$ cat config.mk
export PLATFORM = sky130hd
export DESIGN_NAME = scratchpad_mem_arbiter
export DESIGN_NICKNAME = d
export VERILOG_FILES = /design/src/rtl/scratchpad_mem_arbiter.sv
export SDC_FILE = /design/constraint.sdc
export NUM_CORES = 1
export LEC_CHECK = 0
export ABC_AREA = 1
export CORE_MARGIN = 2
export CORE_UTILIZATION = 29
export CTS_CLUSTER_SIZE = 10
export DETAILED_ROUTE_END_ITERATION = 16
export HOLD_SLACK_MARGIN = 0.08
export PLACE_DENSITY_LB_ADDON = 0.25
export SLEW_MARGIN = 10
export SYNTH_ARGS = -nofsm -noshare
export SYNTH_HDL_FRONTEND = slang
export SYNTH_SLANG_ARGS = --single-unit
$ cat constraint.sdc
create_clock -name clk -period 1.69 [get_ports clk]
set_input_delay 0.2535 -clock clk [delete_from_list [all_inputs] [get_ports clk]]
set_output_delay 0.2535 -clock clk [all_outputs]
set_load 0.02 [all_outputs]
$ cat src/rtl/scratchpad_mem_arbiter.sv
// Shares one word-wide memory port between row-wide scratchpad loads/stores,
// which are split into word beats, and single-word core accesses (round-robin).
//
// state | meaning
// IDLE  | no transfer in flight; arbitrate scratchpad vs core
// SP_LD | scratchpad row load, one word beat per memory access
// SP_ST | scratchpad row store, one word beat per memory access
// CORE  | single core word access
// DONE  | one-cycle row completion, sLoad_hit or sStore_hit asserted
module scratchpad_mem_arbiter #(
    parameter int WORD_W       = 32,
    parameter int BITS_PER_ROW = 64,
    parameter int ROW_S_W      = 2,
    parameter int NUM_ROWS     = 4
) (
    input  logic                    clk,
    input  logic                    rst,
    input  logic                    sLoad,
    input  logic                    sStore,
    input  logic [WORD_W-1:0]       load_addr,
    input  logic [WORD_W-1:0]       store_addr,
    input  logic [BITS_PER_ROW-1:0] store_data,
    output logic [BITS_PER_ROW-1:0] load_data,
    output logic                    sLoad_hit,
    output logic                    sStore_hit,
    output logic [ROW_S_W-1:0]      sLoad_row,
    input  logic                    core_ren,
    input  logic                    core_wen,
    input  logic [WORD_W-1:0]       core_addr,
    input  logic [WORD_W-1:0]       core_wdata,
    output logic [WORD_W-1:0]       core_rdata,
    output logic                    core_ready,
    output logic                    mem_ren,
    output logic                    mem_wen,
    output logic [WORD_W-1:0]       mem_addr,
    output logic [WORD_W-1:0]       mem_wdata,
    input  logic [WORD_W-1:0]       mem_rdata,
    input  logic                    mem_ready
);

    localparam int BEATS  = BITS_PER_ROW / WORD_W;
    localparam int BEAT_W = (BEATS > 1) ? $clog2(BEATS) : 1;
    localparam logic [WORD_W-1:0] STRIDE = WORD_W'(WORD_W / 8);

    typedef enum logic [2:0] {
        IDLE,
        SP_LD,
        SP_ST,
        CORE,
        DONE
    } state_t;

    state_t state, state_nxt;

    logic [BEAT_W-1:0]       beat;
    logic [ROW_S_W-1:0]      row_cnt;
    logic                    last_sp;
    logic                    sp_ld_q;
    logic [WORD_W-1:0]       base_addr;
    logic [BITS_PER_ROW-1:0] row_wdata;
    logic                    core_wr_q;
    logic [WORD_W-1:0]       core_addr_q;
    logic [WORD_W-1:0]       core_wdata_q;

    logic                    sp_req;
    logic                    core_req;
    logic                    grant_sp;
    logic                    grant_core;
    logic                    last_beat;
    logic                    row_last;
    logic [WORD_W-1:0]       beat_addr;
    logic [WORD_W-1:0]       beat_word;

    assign sp_req     = sLoad | sStore;
    assign core_req   = core_ren | core_wen;
    // last_sp low means the core had the previous grant, so the scratchpad wins a tie
    assign grant_sp   = sp_req & (~core_req | ~last_sp);
    assign grant_core = core_req & ~grant_sp;

    assign last_beat  = (beat == BEAT_W'(BEATS - 1));
    assign row_last   = (row_cnt == ROW_S_W'(NUM_ROWS - 1));
    assign beat_addr  = base_addr + (WORD_W'(beat) * STRIDE);

    assign core_rdata = mem_rdata;
    assign sLoad_row  = row_cnt;

    always_comb begin
        beat_word = '0;
        for (int b = 0; b < BEATS; b++) begin
            if (beat == BEAT_W'(b)) begin
                beat_word = row_wdata[b*WORD_W +: WORD_W];
            end
        end
    end

    always_ff @(posedge clk) begin
        if (rst) begin
            state <= IDLE;
        end else begin
            state <= state_nxt;
        end
    end

    always_comb begin
        state_nxt  = state;
        mem_ren    = 1'b0;
        mem_wen    = 1'b0;
        mem_addr   = '0;
        mem_wdata  = '0;
        sLoad_hit  = 1'b0;
        sStore_hit = 1'b0;
        core_ready = 1'b0;
        case (state)
            IDLE: begin
                if (grant_sp) begin
                    state_nxt = sStore ? SP_ST : SP_LD;
                end else if (grant_core) begin
                    state_nxt = CORE;
                end
            end
            SP_LD: begin
                mem_ren  = 1'b1;
                mem_addr = beat_addr;
                if (mem_ready && last_beat) begin
                    state_nxt = DONE;
                end
            end
            SP_ST: begin
                mem_wen   = 1'b1;
                mem_addr  = beat_addr;
                mem_wdata = beat_word;
                if (mem_ready && last_beat) begin
                    state_nxt = DONE;
                end
            end
            CORE: begin
                mem_ren    = ~core_wr_q;
                mem_wen    = core_wr_q;
                mem_addr   = core_addr_q;
                mem_wdata  = core_wr_q ? core_wdata_q : '0;
                core_ready = mem_ready;
                if (mem_ready) begin
                    state_nxt = IDLE;
                end
            end
            DONE: begin
                sLoad_hit  = sp_ld_q;
                sStore_hit = ~sp_ld_q;
                state_nxt  = IDLE;
            end
            default: begin
                state_nxt = IDLE;
            end
        endcase
    end

    always_ff @(posedge clk) begin
        if (rst) begin
            beat         <= '0;
            row_cnt      <= '0;
            last_sp      <= 1'b0;
            sp_ld_q      <= 1'b0;
            base_addr    <= '0;
            row_wdata    <= '0;
            core_wr_q    <= 1'b0;
            core_addr_q  <= '0;
            core_wdata_q <= '0;
            load_data    <= '0;
        end else begin
            case (state)
                IDLE: begin
                    beat <= '0;
                    if (grant_sp) begin
                        last_sp   <= 1'b1;
                        sp_ld_q   <= ~sStore;
                        base_addr <= sStore ? store_addr : load_addr;
                        row_wdata <= store_data;
                    end else if (grant_core) begin
                        last_sp      <= 1'b0;
                        core_wr_q    <= core_wen;
                        core_addr_q  <= core_addr;
                        core_wdata_q <= core_wdata;
                    end
                end
                SP_LD, SP_ST: begin
                    if (mem_ready) begin
                        if (state == SP_LD) begin
                            for (int b = 0; b < BEATS; b++) begin
                                if (beat == BEAT_W'(b)) begin
                                    load_data[b*WORD_W +: WORD_W] <= mem_rdata;
                                end
                            end
                        end
                        beat <= last_beat ? '0 : beat + BEAT_W'(1);
                    end
                end
                DONE: begin
                    if (sp_ld_q) begin
                        row_cnt <= row_last ? '0 : row_cnt + ROW_S_W'(1);
                    end
                end
                default: ;
            endcase
        end
    end

endmodule

== Yosys cells after proc, flatten, opt, wreduce, memory -nomap -nowiden ==
Index checks and enable logic that the tools add are counted.

* $add $sub $neg: 3
* Eq/ne operators: 9
* Muxes and demuxes: 22
* Bitwise operators: 12
* Reductions and logical operators: 13

{| class="wikitable"
|+ Operator list
! cell !! number
|-
| $pmux W32 S2 || 2
|-
| $mux W32 || 3
|-
| $add A32 B3 Y32 || 1
|-
| $mux W3 || 4
|-
| $pmux W3 S3 || 1
|-
| $reduce_and A2 Y1 || 4
|-
| $reduce_and A4 Y1 || 2
|-
| $mux W1 || 7
|-
| $not A1 Y1 || 7
|-
| $eq A3 B2 Y1 const B || 2
|-
| $pmux W1 S2 || 3
|-
| $reduce_and A3 Y1 || 2
|-
| $mux W2 || 2
|-
| $ne A2 B1 Y1 const B || 2
|-
| $reduce_bool A2 Y1 || 2
|-
| $eq A3 B1 Y1 const B || 1
|-
| $eq A3 B3 Y1 const B || 1
|-
| $logic_not A3 Y1 || 1
|-
| $ne A3 B3 Y1 const B || 1
|-
| $or A1 B1 Y1 || 3
|-
| $add A2 B1 Y2 const B || 1
|-
| $and A1 B1 Y1 || 2
|-
| $eq A2 B2 Y1 const B || 1
|-
| $ne A2 B2 Y1 const B || 1
|-
| 3 further kinds || 3
|}

* Register bits: 233
* Input port bits: 231
* Output and inout bits: 167
* Logic and storage cells: 71

== Depth between registers and ports, before layout ==
Gate-level depths: netlist (run 1).

* Depth in word-level cells: 9
* Gate-level depth with buffers: 10
* Mapped depth without buffers: 10

== Worst setup path before layout (run 1) ==
OpenSTA, ideal clock, no wires.

* Kind: register to output
* From: register beat
* To: output port mem_addr[18]
* Data arrival time: 1.831 ns
* Data required time: 1.436 ns
* Slack: -0.394 ns
* Cell stages (with the launch flop): 9
* Path buffers: 0
* Path through: dfxtp_1 ha_1 ha_1 nand2_1 nor2_1 nand2_1 nor2_1 o21ai_0 o21ai_0

* Cells in the longest elaborated chain, start to end: 2

{| class="wikitable"
|+ RTL lines
! what !! RTL line !! RTL
|-
| start: declaration || 55 || <nowiki>logic [BEAT_W-1:0] beat;</nowiki>
|-
| start signal: assignment || 194 || <nowiki>beat <= last_beat ? '0 : beat + BEAT_W'(1);</nowiki>
|-
| $add A32 B3 Y32 || 82 || <nowiki>assign beat_addr = base_addr + (WORD_W'(beat) * STRIDE);</nowiki>
|-
| $pmux W32 S2 || 113 || <nowiki>case (state)</nowiki>
|-
| end: declaration || 35 || <nowiki>output logic [WORD_W-1:0] mem_addr,</nowiki>
|}

No other way between the ends.

== Worst setup path after layout (run 1) ==
* From: register beat
* To: output port mem_wdata[5]

* Cells in the longest elaborated chain, start to end: 2

{| class="wikitable"
|+ RTL lines
! what !! RTL line !! RTL
|-
| $mux W32 || 90 || <nowiki>if (beat == BEAT_W'(b)) begin</nowiki>
|-
| $pmux W32 S2 || 113 ||
|-
| end: declaration || 36 || <nowiki>output logic [WORD_W-1:0] mem_wdata,</nowiki>
|}

No other way between the ends.

==> results of run 1 <==
[synth_stat cells]
master,n
nor2_1,473
nand2_1,249
dfxtp_1,233
o21ai_0,165
o21ai_1,73
nand3_1,69
inv_1,67
a21oi_1,57
clkbuf_1,52
buf_4,47
o31ai_1,32
buf_2,28
a22o_1,5
buf_1,5
inv_2,5
nor3_1,5
ha_1,3
or2_2,3
xor2_1,3
and2_1,2
buf_6,2
nand3_2,2
a211oi_2,1
clkinv_1,1
mux2i_1,1
nand2_2,1
nand3b_1,1
nand4_2,1
nor2_2,1
nor2_8,1
nor3_4,1
o211a_1,1
o211ai_1,1
o21bai_1,1
[logic make-up after synthesis]
| kind of cell | Yosys count |
|---|---|
| simple gates | 809 |
| compound gates | 336 |
| flops | 233 |
| buf+inv | 207 |
| xor+xnor | 3 |
| fa+ha+maj | 3 |
| mux | 1 |
[state kept, by name, indices dropped and copies added (netlist names), 2 cells and up]
name / count
load_data: 64
row_wdata: 64
base_addr: 32
core_addr_q: 32
core_wdata_q: 32
state: 3
sLoad_row: 2
[where the power goes]
part	internal [uW]	leakage (uW)	switching, uW
clock network	3440	0.000417	2390
registers	7320	0.00192	1500
logic	9160	0.00669	10000
[cell type report]
type,count,area [um^2]
fill,3212,14910
clock inverter,3,42.54
sequential,233,4717
timing repair buffer,675,7526
tap,468,585.6
antenna,4,10.01
multi-input combinational,1153,7536
inverter,73,355.3
timing repair inverter,1,30.03
clock buffer,39,813.3
[per-layer routing]
metal	global-route usage, %	vias to the layer above	wire length, um
li1	-	6261	-
met1	28.81	6271	21550
met2	42.68	512	27310
met3	4.928	130	3725
met4	9.989	2	2110
met5	0	-	13
[timing repair]
item,in CTS,in global routing
buffers inserted,46,42
hold buffers,0,0
setup endpoints to repair,214,302
resized for setup,641,648
cloned,24,33
pin swaps,55,140
[through the flow]
step	power, uW	setup slack (ns)	hold WS, ns	instances
after detailed placement	19390	-0.6563	0.4343	2480
after global routing	35380	-0.6771	0.3258	2648
after global placement	19250	-0.6189	0.4295	2480
after floorplan	14300	-0.03277	0.3226	1592
final	33820	-0.6003	0.3180	2649
after CTS	28320	-0.6358	0.2851	2591
[how the worst max path moves through the flow]
stage                              start            to  slack, ns  cells after the start
6_report               beat$_SDFFE_PP0P_  mem_wdata[5]      -0.60                      9
5_1_grt        base_addr[2]$_SDFFE_PP0P_  mem_addr[10]      -0.68                      9
4_1_cts        base_addr[2]$_SDFFE_PP0P_  mem_addr[12]      -0.64                     11
3_5_place_dp   base_addr[2]$_SDFFE_PP0P_  mem_addr[19]      -0.66                     11
3_3_place_gp   base_addr[2]$_SDFFE_PP0P_  mem_addr[19]      -0.62                     11
2_1_floorplan  base_addr[2]$_SDFFE_PP0P_  mem_addr[18]      -0.03                      8
[critical path, stage by stage (launching register included)]
cell and delay, ns:
dfxtp_2 0.33, buf_4 0.13, buf_6 0.12, buf_12 0.14
inv_12 0.09, buf_12 0.16, buf_4 0.13, nor2_2 0.03
o31ai_2 0.16, buf_4 0.18
==> metrics.md, run 1 <==
| Metric | Value |
|---|---|
| Status | complete, but fails checks |
| Violated checks | negative setup slack |
| Die footprint | 38590 um^2 |
| Startpoint types | register |
| Crit path required time | 1.44 ns |
| Area share of and/or/nand/nor cells after synthesis | 29.80% |
| Placer congestion estimate | 0.9398 |
| Area leader, netlist | dfxtp_1 |
| Vias | 13.18k |
| Yosys reg bits | 233 |
| Register-to-register setup slack | -0.21 ns |
| Skew final | 0.007639 ns |
| Post-synth cell types | 34 |
| Starting Density | 29.41% |
| Sequential area share after synthesis | 43.43% |
| Reg2reg path depth | 11 |
| CTS sink cnt | 233 |
| PortBufs | 397 |
| Clk root buf | clkbuf_16 |
| Num CTS Buffers | 29 |
| Hold wc startpoint | core_addr[6] |
| Post-synthesis compound-gate area fraction | 16.74% |
| Relative slew slack | 68.36% |
| Worst Path Max Fanout | 8 |
| Adder-Cell Fraction of Synth Area | 0.3495% |
| Total gr overflow | 0 |
| Synth area leaders | dfxtp_1 (43%), nor2_1 (17%), nand2_1 (8.7%), o21ai_0 (7.7%), o21ai_1 (3.4%) |
| Worst-margin pin slew | 0.4746 ns |
| Final Setup Violations | 287 |
| Commonest non-fill, non-tap cells in the layout | nor2_1 (322), clkdlybuf4s50_1 (262), dfxtp_1 (209) |
| DR WL/cell | 20.65 um |
| Initial antenna violation count | 4 |
| Clock period minus worst slack | 2.290 ns |
| Worst Hold Class | in2reg |
| Total Neg Setup Slack | -54.06 ns |
| Syn. warnings | 0 |
| Remaining antenna violation count | 0 |
| Share of the synthesized area in the top cell type | 43.43% |
| Pre-Repair DR Iteration Count | 6 |
| Area after DPL | 16200 um^2 |
| Clock H-tree levels | 1 |
| Hpwl dp | 32.51 mm |
| Synth Cell Area | 10740 um^2 |
| Worst skew pair latency | 0.55 ns |
| Crit Path Category | reg2out |
| Clock-pin slew on the worst setup and hold paths | 0.06 ns |
| Max-slew violation count | 0 |
| Largest net degree at the start of global routing | 65 |
| WP data arrival | 2.04 ns |
| Crit Reg-Reg Endpoint | last_sp$_SDFFE_PP0P_ |
| I/O Pins | 398 |
| Vias in the first global route | 12.77k |
| Hold depth | 3 |
| Core Area | 36520 um^2 |
| Design area | 21620 um^2 |
| Worst VDD drop | 0.8147 mV |
| CTS tree | yes |
| Pwr Density | 1564 nW/um^2 |
| Die X | 196.4 um |
| Global-route wire length before repair | 72.44 mm |
| Cells after Synth | 1592 |
| Crit. End Element | primary output |
| Synthesis-to-layout area growth | 101.3% |
| Setup ws final | -0.6003 ns |
| Leak pwr | 0.009035 uW |
| Total global-route track usage | 24.27% |
| FMAX | 436.6 MHz |
| Synth Area in XOR/XNOR | 0.2446% |
| Final Cycle Share | 135.5% |
| RSZ-0062 raised after global routing | true |
| RR Startpoint | state[1]$_SDFFE_PP0P_ |
| Synthesized net count | 1826 |
| Commonest non-fill, non-tap cell in the layout | nor2_1 |
| Fraction of layout cells with a size suffix above 1 | 40.97% |
| Fin nets | 2400 |
| # DRC | 0 |
| DRT iter0 DRCs | 607 |
| Largest family of logic cells by synthesized area | simple AND/OR/NAND/NOR gates |
| Syn_area_per_cell | 6.746 um^2 |
| Hold EP | core_addr_q[6]$_SDFFE_PP0P_ |
| Max Root-Sink Buffers | 3 |
| Finished Core Util | 59.18% |
| Mux cell area share after synthesis | 0.09320% |
| WL final | 54.70 mm |
| Final Hold Fails | 0 |
| Max-Cap Viols | 0 |
| Row count | 70 |
| Chip height | 196.4 um |
| Via density | 4.974 |
No activity file was read; power rests on OpenSTA's default activity.
==> run 2: changes to the inputs <==
- ABC_AREA: 1 -> 0
==> run 2 against run 1 <==
Against the previous run:
- the flow still finishes with violations (negative setup slack)
- via count down 15%
- wire length down 25%
- count of clock-buffer cells in the layout down 4
- register-to-register slack worse by 0.38 ns
- core utilization down 8.2 points
- largest cell class is now non-clock buffers
- highest routed layer unchanged
==> metrics.md, run 2 <==
| Metric | Value |
|---|---|
| Startpoint types | register |
| Synth area leaders | dfxtp_1 (45%), nand2_1 (16%), a21oi_1 (9.6%), mux2i_1 (6.3%), clkbuf_1 (2.7%) |
| Worst Hold Class | in2reg |
| Critical path's slowest cell | dfxtp_4 |
| Worst Setup EP | mem_addr[30] |
| Worst-margin pin slew | 0.3803 ns (-0.09429 ns) |
| Die footprint | 37440 um^2 (-3.0%) |
| CTS sink cnt | 233 (unchanged) |
| Worst Path Buf+Inv | 2 (-5) |
| Worst skew pair latency | 0.55 ns (about the same) |
| Max-slew violation count | 0 (unchanged) |
| Cells after Synth | 1355 (-15%) |
| Chip height | 193.5 um (-1.5%) |
| Post-synth cell types | 50 (+47%) |
| Sequential area share after synthesis | 44.80% (+1.4 points) |
| Filler cell count | 3396 (+5.7%) |
| Leak pwr | 0.006902 uW (-24%) |
| Fin nets | 2087 (-13%) |
| Total global-route track usage | 20.59% (-3.7 points) |
| Critical-path cell list | ha_4 -> ha_4 -> and2_4 -> buf_12 -> nand3_2 -> o41a_1 -> a221o_1 -> buf_6 |
| Clock H-tree levels | 1 (unchanged) |
| Reg2reg path depth | 12 (+1) |
| Top-count cell post-synth | nand2_1 |
| Synthesis-to-layout area growth | 73.85% |
| Crit Reg-Reg Endpoint | base_addr[17]$_SDFFE_PP0P_ |
| Clock period minus worst slack | 2.607 ns (+0.3164 ns) |
| Switching Share | 37.37% (-3.7 points) |
| Total Neg Setup Slack | -130.66 ns (-76.60 ns) |
| Synth Cell Area | 10410 um^2 (-3.1%) |
| Final hold slack | 0.1154 ns (-0.2026 ns) |
| Via density | 4.837 (-2.8%) |
| Skew final | 0.02163 ns (+0.01399 ns) |
| Area leader, netlist | dfxtp_1 |
| Vias | 11.25k (-15%) |
| Top delay family on crit path | compound AO/OA/AOI/OAI gates |
| Crit Path Category | reg2out |
| # DRC | 0 (unchanged) |
| Hold-fix buffers, CTS | 0 (unchanged) |
| Synthesized net count | 1589 (-13%) |
| Row count | 69 (-1.4%) |
| Most used flip-flop cell after synthesis | dfxtp_1 |
| EDFF count, synth | 0 (unchanged) |
| Violated checks | negative setup slack |
| Final Hold Fails | 0 (unchanged) |
| Share of the synthesized area in the top cell type | 44.80% (+1.4 points) |
| Num CTS Buffers | 28 (-3.4%) |
| Most frequent cells after synthesis | nand2_1 (449), dfxtp_1 (233), a21oi_1 (199) |
| Sequential fraction of design power | 28.6% (+2.5 points) |
| DRT iter0 DRCs | 388 (-36%) |
| Cell internal pwr | 16610 uW (-17%) |
| PortBufs | 397 (unchanged) |
| DR WL/cell | 17.67 um (-14%) |
| P_sw | 9910 uW (-29%) |
| Remaining antenna violation count | 0 (unchanged) |
| Core Area | 35480 um^2 (-2.8%) |
| RSZ-0062 raised after global routing | true |
| Fraction of layout cells with a size suffix above 1 | 24.83% (-16 points) |
| Setup crit start | beat$_SDFFE_PP0P_ |
| Vias in the first global route | 11.23k (-12%) |
| Dpl ws | -0.7807 ns (-0.1245 ns) |
| Pwr Density | 1465 nW/um^2 (-6.4%) |
| Crit. End Element | primary output |
| Commonest non-fill, non-tap cell in the layout | nand2_1 |
| Setup ws final | -0.9167 ns (-0.3164 ns) |
| Crit path depth | 8 (-1) |
| Pwr Total | 26520 uW (-22%) |
| Starting Density | 29.35% (-0.062 points) |
| Finished Core Util | 51.02% (-8.2 points) |
| Max Root-Sink Buffers | 3 (unchanged) |
| Status | complete, but fails checks |
| I/O Pins | 398 (unchanged) |
| FMAX | 383.6 MHz (-12%) |
| Clock share of power | 20.1% (+2.8 points) |
| Worst Path Max Fanout | 4 (-4) |
| CP peak stage delay | 0.37 ns (+0.04 ns) |
| Register-to-register setup slack | -0.59 ns (-0.38 ns) |
| Asr flop ratio synth | 0% (unchanged) |
| Total gr overflow | 0 (unchanged) |
| Global-route wire length before repair | 62.42 mm (-14%) |
| WL final | 41.09 mm (-25%) |
| Hpwl dp | 26.83 mm (-17%) |
| Max-Cap Viols | 0 (unchanged) |
| WP data arrival | 2.35 ns (+0.31 ns) |
| CP dominant cell by count | ha_4 |
| Worst VDD drop | 0.8726 mV (+7.1%) |
| Clk root buf | clkbuf_16 |
| Final Cycle Share | 154.2% (+19 points) |
| Yosys reg bits | 233 (unchanged) |
| Comb pwr share | 51.3% (-5.4 points) |
| Final Setup Violations | 365 (+27%) |
| Crit path required time | 1.44 ns (about the same) |
| Clock-pin slew on the worst setup and hold paths | 0.06 ns (about the same) |
| Syn. warnings | 0 (unchanged) |
| Die X | 193.5 um (-1.5%) |
| CTS tree | yes |
| Relative slew slack | 73.99% (+5.6 points) |
| RR Startpoint | state[0]$_SDFFE_PP0P_ |
| Placer congestion estimate | 0.8371 (-11%) |
| Pre-Repair DR Iteration Count | 5 (-1) |
| Initial antenna violation count | 4 (unchanged) |
| Largest regs | load_data x64, row_wdata x64 |
| Commonest non-fill, non-tap cells in the layout | nand2_1 (431), clkdlybuf4s50_1 (326), dfxtp_1 (224) |
| Syn_area_per_cell | 7.684 um^2 (+14%) |
| Largest net degree at the start of global routing | 66 (+1.5%) |
## run 2: cell types whose count changed in the layout (fill, tap and decap cells not counted), moves of 33 or more
cell             change
a21oi_1            +138
clkdlybuf4s50_1     +64
dlygate4sd2_1       -65
inv_1               -56
mux2i_1             +66
nand2_1            +241
nand2_2             -33
nor2_1             -276
nor2_2              -83
nor2_4              -66
o21ai_0             -55
o21ai_2             -94
## run 2: metal layers
layer  track usage [%]  routed length [um]  share of wire [%]
met1             24.93               17190                 42
met2             36.14               20200                 49
met3             5.230                2728                6.6
met4             5.485                 960                2.3
met5                 0                  11              0.027
## run 2: stage by stage
stage               std cells  area, um^2
finish                   2325       18100
CTS                      2297       17470
floorplan                1355       10720
global route             2325       18100
global placement         2220       15940
detailed placement       2220       15940
## run 2: what timing repair did
action	4_1_cts	5_1_grt
cloned	12	7
resized for setup	308	223
pin swaps	44	30
setup buffers	28	28
endpoints found under the setup margin	363	366
## run 2: area by class of cell
class	count	area (um^2)	area share [%]
diodes	3	7.507	0.04147
well taps	461	576.8	3.186
repair buffers	611	6345	35.05
inverters	1	3.754	0.02074
flip-flops and latches	233	4681	25.86
clock buffers	35	747.0	4.126
multi-input cells	978	5713	31.56
clock inverters	3	28.78	0.1590
## run 2: logic make-up (layout without fill, tap and decap cells)
group                      Yosys count  in the layout  share of synthesized area, %
and+or+nand+nor                    583            584                         23.25
AOI/OAI and AO/OA                  312            312                         17.22
DFF                                233            233                         44.80
buffers and inverters              145            650                         6.933
muxes                               66             66                         6.345
xor gates and xnor gates            13             13                         1.093
adders and majority gates            3              3                        0.3605
other                                0              3                             0
## run 2: worst min-delay path by stage
| stage | startpoint | end | slack, ns | cells past startpoint |
|---|---|---|---|---|
| 6_report | rst | core_addr_q[26]$_SDFFE_PP0P_ | 0.12 | 2 |
| 5_1_grt | rst | load_data[16]$_SDFFE_PP0P_ | 0.12 | 2 |
| 3_5_place_dp | load_data[44]$_SDFFE_PP0P_ | load_data[44]$_SDFFE_PP0P_ | 0.45 | 2 |
| 4_1_cts | rst | core_addr_q[26]$_SDFFE_PP0P_ | 0.1 | 2 |
| 2_1_floorplan | core_addr[0] | core_addr_q[0]$_SDFFE_PP0P_ | 0.39 | 2 |
| 3_3_place_gp | row_wdata[36]$_SDFFE_PP0P_ | row_wdata[36]$_SDFFE_PP0P_ | 0.44 | 2 |
## run 2: power groups by stage
stage / logic, uW / registers, uW / clock network [uW]
after CTS: 12600 / 7530 / 5480
after global routing: 14600 / 7740 / 5680
final: 13600 / 7570 / 5340
after floorplan: 5490 / 7720 / 0
after detailed placement: 10500 / 7620 / 0
after global placement: 10400 / 7560 / 0
==> run 3: changes to the inputs <==
- PLACE_DENSITY_LB_ADDON: 0.25 -> unset
==> run 3 against run 2 <==
Against the previous run:
- the flow still finishes with violations (negative setup slack)
- sequential share of layout area down 2.9 points
- first-iteration DRC count rose by 70%
- critical path depth is the same
- core utilization up 6.6 points
- sequential power grew 2%
- wire length rose by 18%
- combinational power up 32%
- cell area is 13% higher
- non-clock buffer count increased by 83
- setup slack better by 0.0017 ns
- largest cell class unchanged
==> metrics.md, run 3 (same netlist as run 2, synthesis figures left out) <==
| Metric | Value |
|---|---|
| WL final | 48.47 mm (+18%) |
| Placer congestion estimate | 0.8412 (+0.49%) |
| Clock period minus worst slack | 2.605 ns (-0.001705 ns) |
| Fin nets | 2170 (+4.0%) |
| Pwr Total | 31190 uW (+18%) |
| CTS sink cnt | 233 (unchanged) |
| Design area | 20450 um^2 (+13%) |
| Worst Path Max Fanout | 4 (unchanged) |
| Synthesis-to-layout area growth | 96.42% |
| Clock-pin slew on the worst setup and hold paths | 0.06 ns (about the same) |
| Crit path required time | 1.44 ns (about the same) |
| Hpwl dp | 27.69 mm (+3.2%) |
| Reg2reg path depth | 10 (-2) |
| Worst VDD drop | 0.9003 mV (+3.2%) |
| Crit Reg-Reg Endpoint | base_addr[7]$_SDFFE_PP0P_ |
| Crit Path Category | reg2out |
| Via density | 4.958 (+2.5%) |
| PortBufs | 397 (unchanged) |
| Fraction of layout cells with a size suffix above 1 | 36.20% (+11 points) |
| Startpoint types | register |
| Final Setup Violations | 365 (unchanged) |
| Worst-margin pin slew | 0.4411 ns (+0.06076 ns) |
| Num CTS Buffers | 28 (unchanged) |
| RSZ-0062 raised after global routing | true |
| Row count | 69 (unchanged) |
| Clock H-tree levels | 1 (unchanged) |
| RR Startpoint | state[2]$_SDFFE_PP0P_ |
| Pre-Repair DR Iteration Count | 5 (unchanged) |
| Leak pwr | 0.008176 uW (+18%) |
| FMAX | 383.9 MHz (about the same) |
| Total gr overflow | 0 (unchanged) |
| Register-to-register setup slack | -0.38 ns (+0.21 ns) |
| CTS tree | yes |
| WP data arrival | 2.35 ns (about the same) |
| Max Root-Sink Buffers | 3 (unchanged) |
| Worst Hold Class | in2reg |
| Largest regs | load_data x64, row_wdata x64 |
| Initial antenna violation count | 3 (-1) |
| FF+latch area | 4686 um^2 (+0.11%) |
| Relative slew slack | 69.83% (-4.2 points) |
| Status | complete, but fails checks |
| Violated checks | negative setup slack |
| Remaining antenna violation count | 0 (unchanged) |
| Die footprint | 37440 um^2 (unchanged) |
| Layout Cells excl Fill | 2409 (+3.6%) |
| Commonest non-fill, non-tap cell in the layout | nand2_1 |
| Clk root buf | clkbuf_16 |
| Area of the multi-input gates | 6629 um^2 (+16%) |
| Area after DPL | 16150 um^2 (+1.3%) |
| Die X | 193.5 um (unchanged) |
| Finished Core Util | 57.64% (+6.6 points) |
| Final Cycle Share | 154.1% (about the same) |
| Core Area | 35480 um^2 (unchanged) |
| Final Hold Fails | 0 (unchanged) |
| Vias | 11.94k (+6.2%) |
| Max-Cap Viols | 0 (unchanged) |
| Worst skew pair latency | 0.54 ns (about the same) |
| Final hold slack | 0.2538 ns (+0.1384 ns) |
| Largest net degree at the start of global routing | 66 (unchanged) |
| Placed cells | 2238 (+0.81%) |
| # DRC | 0 (unchanged) |
| Chip height | 193.5 um (unchanged) |
| Setup ws final | -0.9150 ns (+0.001705 ns) |
| Setup crit start | beat$_SDFFE_PP0P_ |
| Commonest non-fill, non-tap cells in the layout | nand2_1 (331), clkdlybuf4s50_1 (326), dfxtp_1 (220) |
| Global-route wire length before repair | 63.58 mm (+1.9%) |
| Crit. End Element | primary output |
| Total global-route track usage | 21.06% (+0.47 points) |
| Worst Setup EP | mem_addr[30] |
| Starting Density | 29.35% (unchanged) |
| Vias in the first global route | 11.28k (+0.49%) |
| Filler cell count | 3004 (-12%) |
| Max-slew violation count | 0 (unchanged) |
| I/O Pins | 398 (unchanged) |
| DR WL/cell | 20.12 um (+14%) |
| Pwr Density | 1525 nW/um^2 (+4.1%) |
| Skew final | 0.007913 ns (-0.01372 ns) |
| DRT iter0 DRCs | 659 (+70%) |
[run 3: cell count changes in the layout (fill, tap and decap cells not counted), sizes merged]
cell	delta
clkinvlp	-1
dlygate4sd3	+1
clkinv	-1
buf	+65
clkbuf	+20
[run 3: timing repair]
| action | 4_1_cts | 5_1_grt |
|---|---|---|
| hold endpoints to repair | 13 | 0 |
| gates resized for setup | 533 | 320 |
| pin swaps | 63 | 111 |
| setup buffers | 52 | 47 |
| hold buffers | 1 | 0 |
| endpoints found under the setup margin | 297 | 368 |
| cloned | 17 | 34 |
[run 3: how the worst min path moves through the flow]
stage | startpoint | endpoint | cells after the start
2_1_floorplan | core_addr[0] | core_addr_q[0]$_SDFFE_PP0P_ | 2
3_3_place_gp | row_wdata[55]$_SDFFE_PP0P_ | row_wdata[55]$_SDFFE_PP0P_ | 2
3_5_place_dp | row_wdata[2]$_SDFFE_PP0P_ | row_wdata[2]$_SDFFE_PP0P_ | 2
4_1_cts | core_wdata[20] | core_wdata_q[20]$_SDFFE_PP0P_ | 3
5_1_grt | core_wdata[17] | core_wdata_q[17]$_SDFFE_PP0P_ | 3
6_report | core_wdata[26] | core_wdata_q[26]$_SDFFE_PP0P_ | 3
[run 3: layout make-up]
| class | count | area share, % |
|---|---|---|
| Antenna cell | 3 | 0.03671 |
| Clock buffer | 38 | 3.958 |
| Clock inverter | 1 | 0.02447 |
| Inverter | 1 | 0.01835 |
| Multi-Input combinational cell | 978 | 32.41 |
| Sequential cell | 233 | 22.91 |
| Tap cell | 461 | 2.820 |
| Timing Repair Buffer | 694 | 37.82 |
[run 3: worst max-delay path, stage by stage, from the launching register on]
cell     delay, ns
dfxtp_2       0.35
ha_4          0.17
ha_4          0.13
and2_4        0.18
buf_6         0.13
nand3_4       0.07
o41a_1        0.31
a221o_1       0.31
buf_6         0.15
[run 3: metrics by stage]
stage / worst slack [ns] / TNS (ns)
6_report: -0.9150 / -108.05
5_1_grt: -0.9814 / -130.21
4_1_cts: -0.9107 / -94.94
3_5_place_dp: -0.8103 / -82.03
3_3_place_gp: -0.7574 / -78.31
2_1_floorplan: -0.2700 / -6.003
[run 3: routing by layer]
layer / up-vias / part of all wire (%) / global-route usage, %
li1: 5737 / - / -
met3: 78 / 6.7 / 4.393
met1: 5715 / 41 / 26.09
met5: - / 0 / 0
met2: 414 / 50 / 36.84
met4: 0 / 3.2 / 5.881
[run 3: power breakdown]
group,total [uW],switching (uW),internal [uW]
clock network,5570,2310,3260
logic,17900,8750,9170
registers,7700,873,6830
total,31200,11900,19300
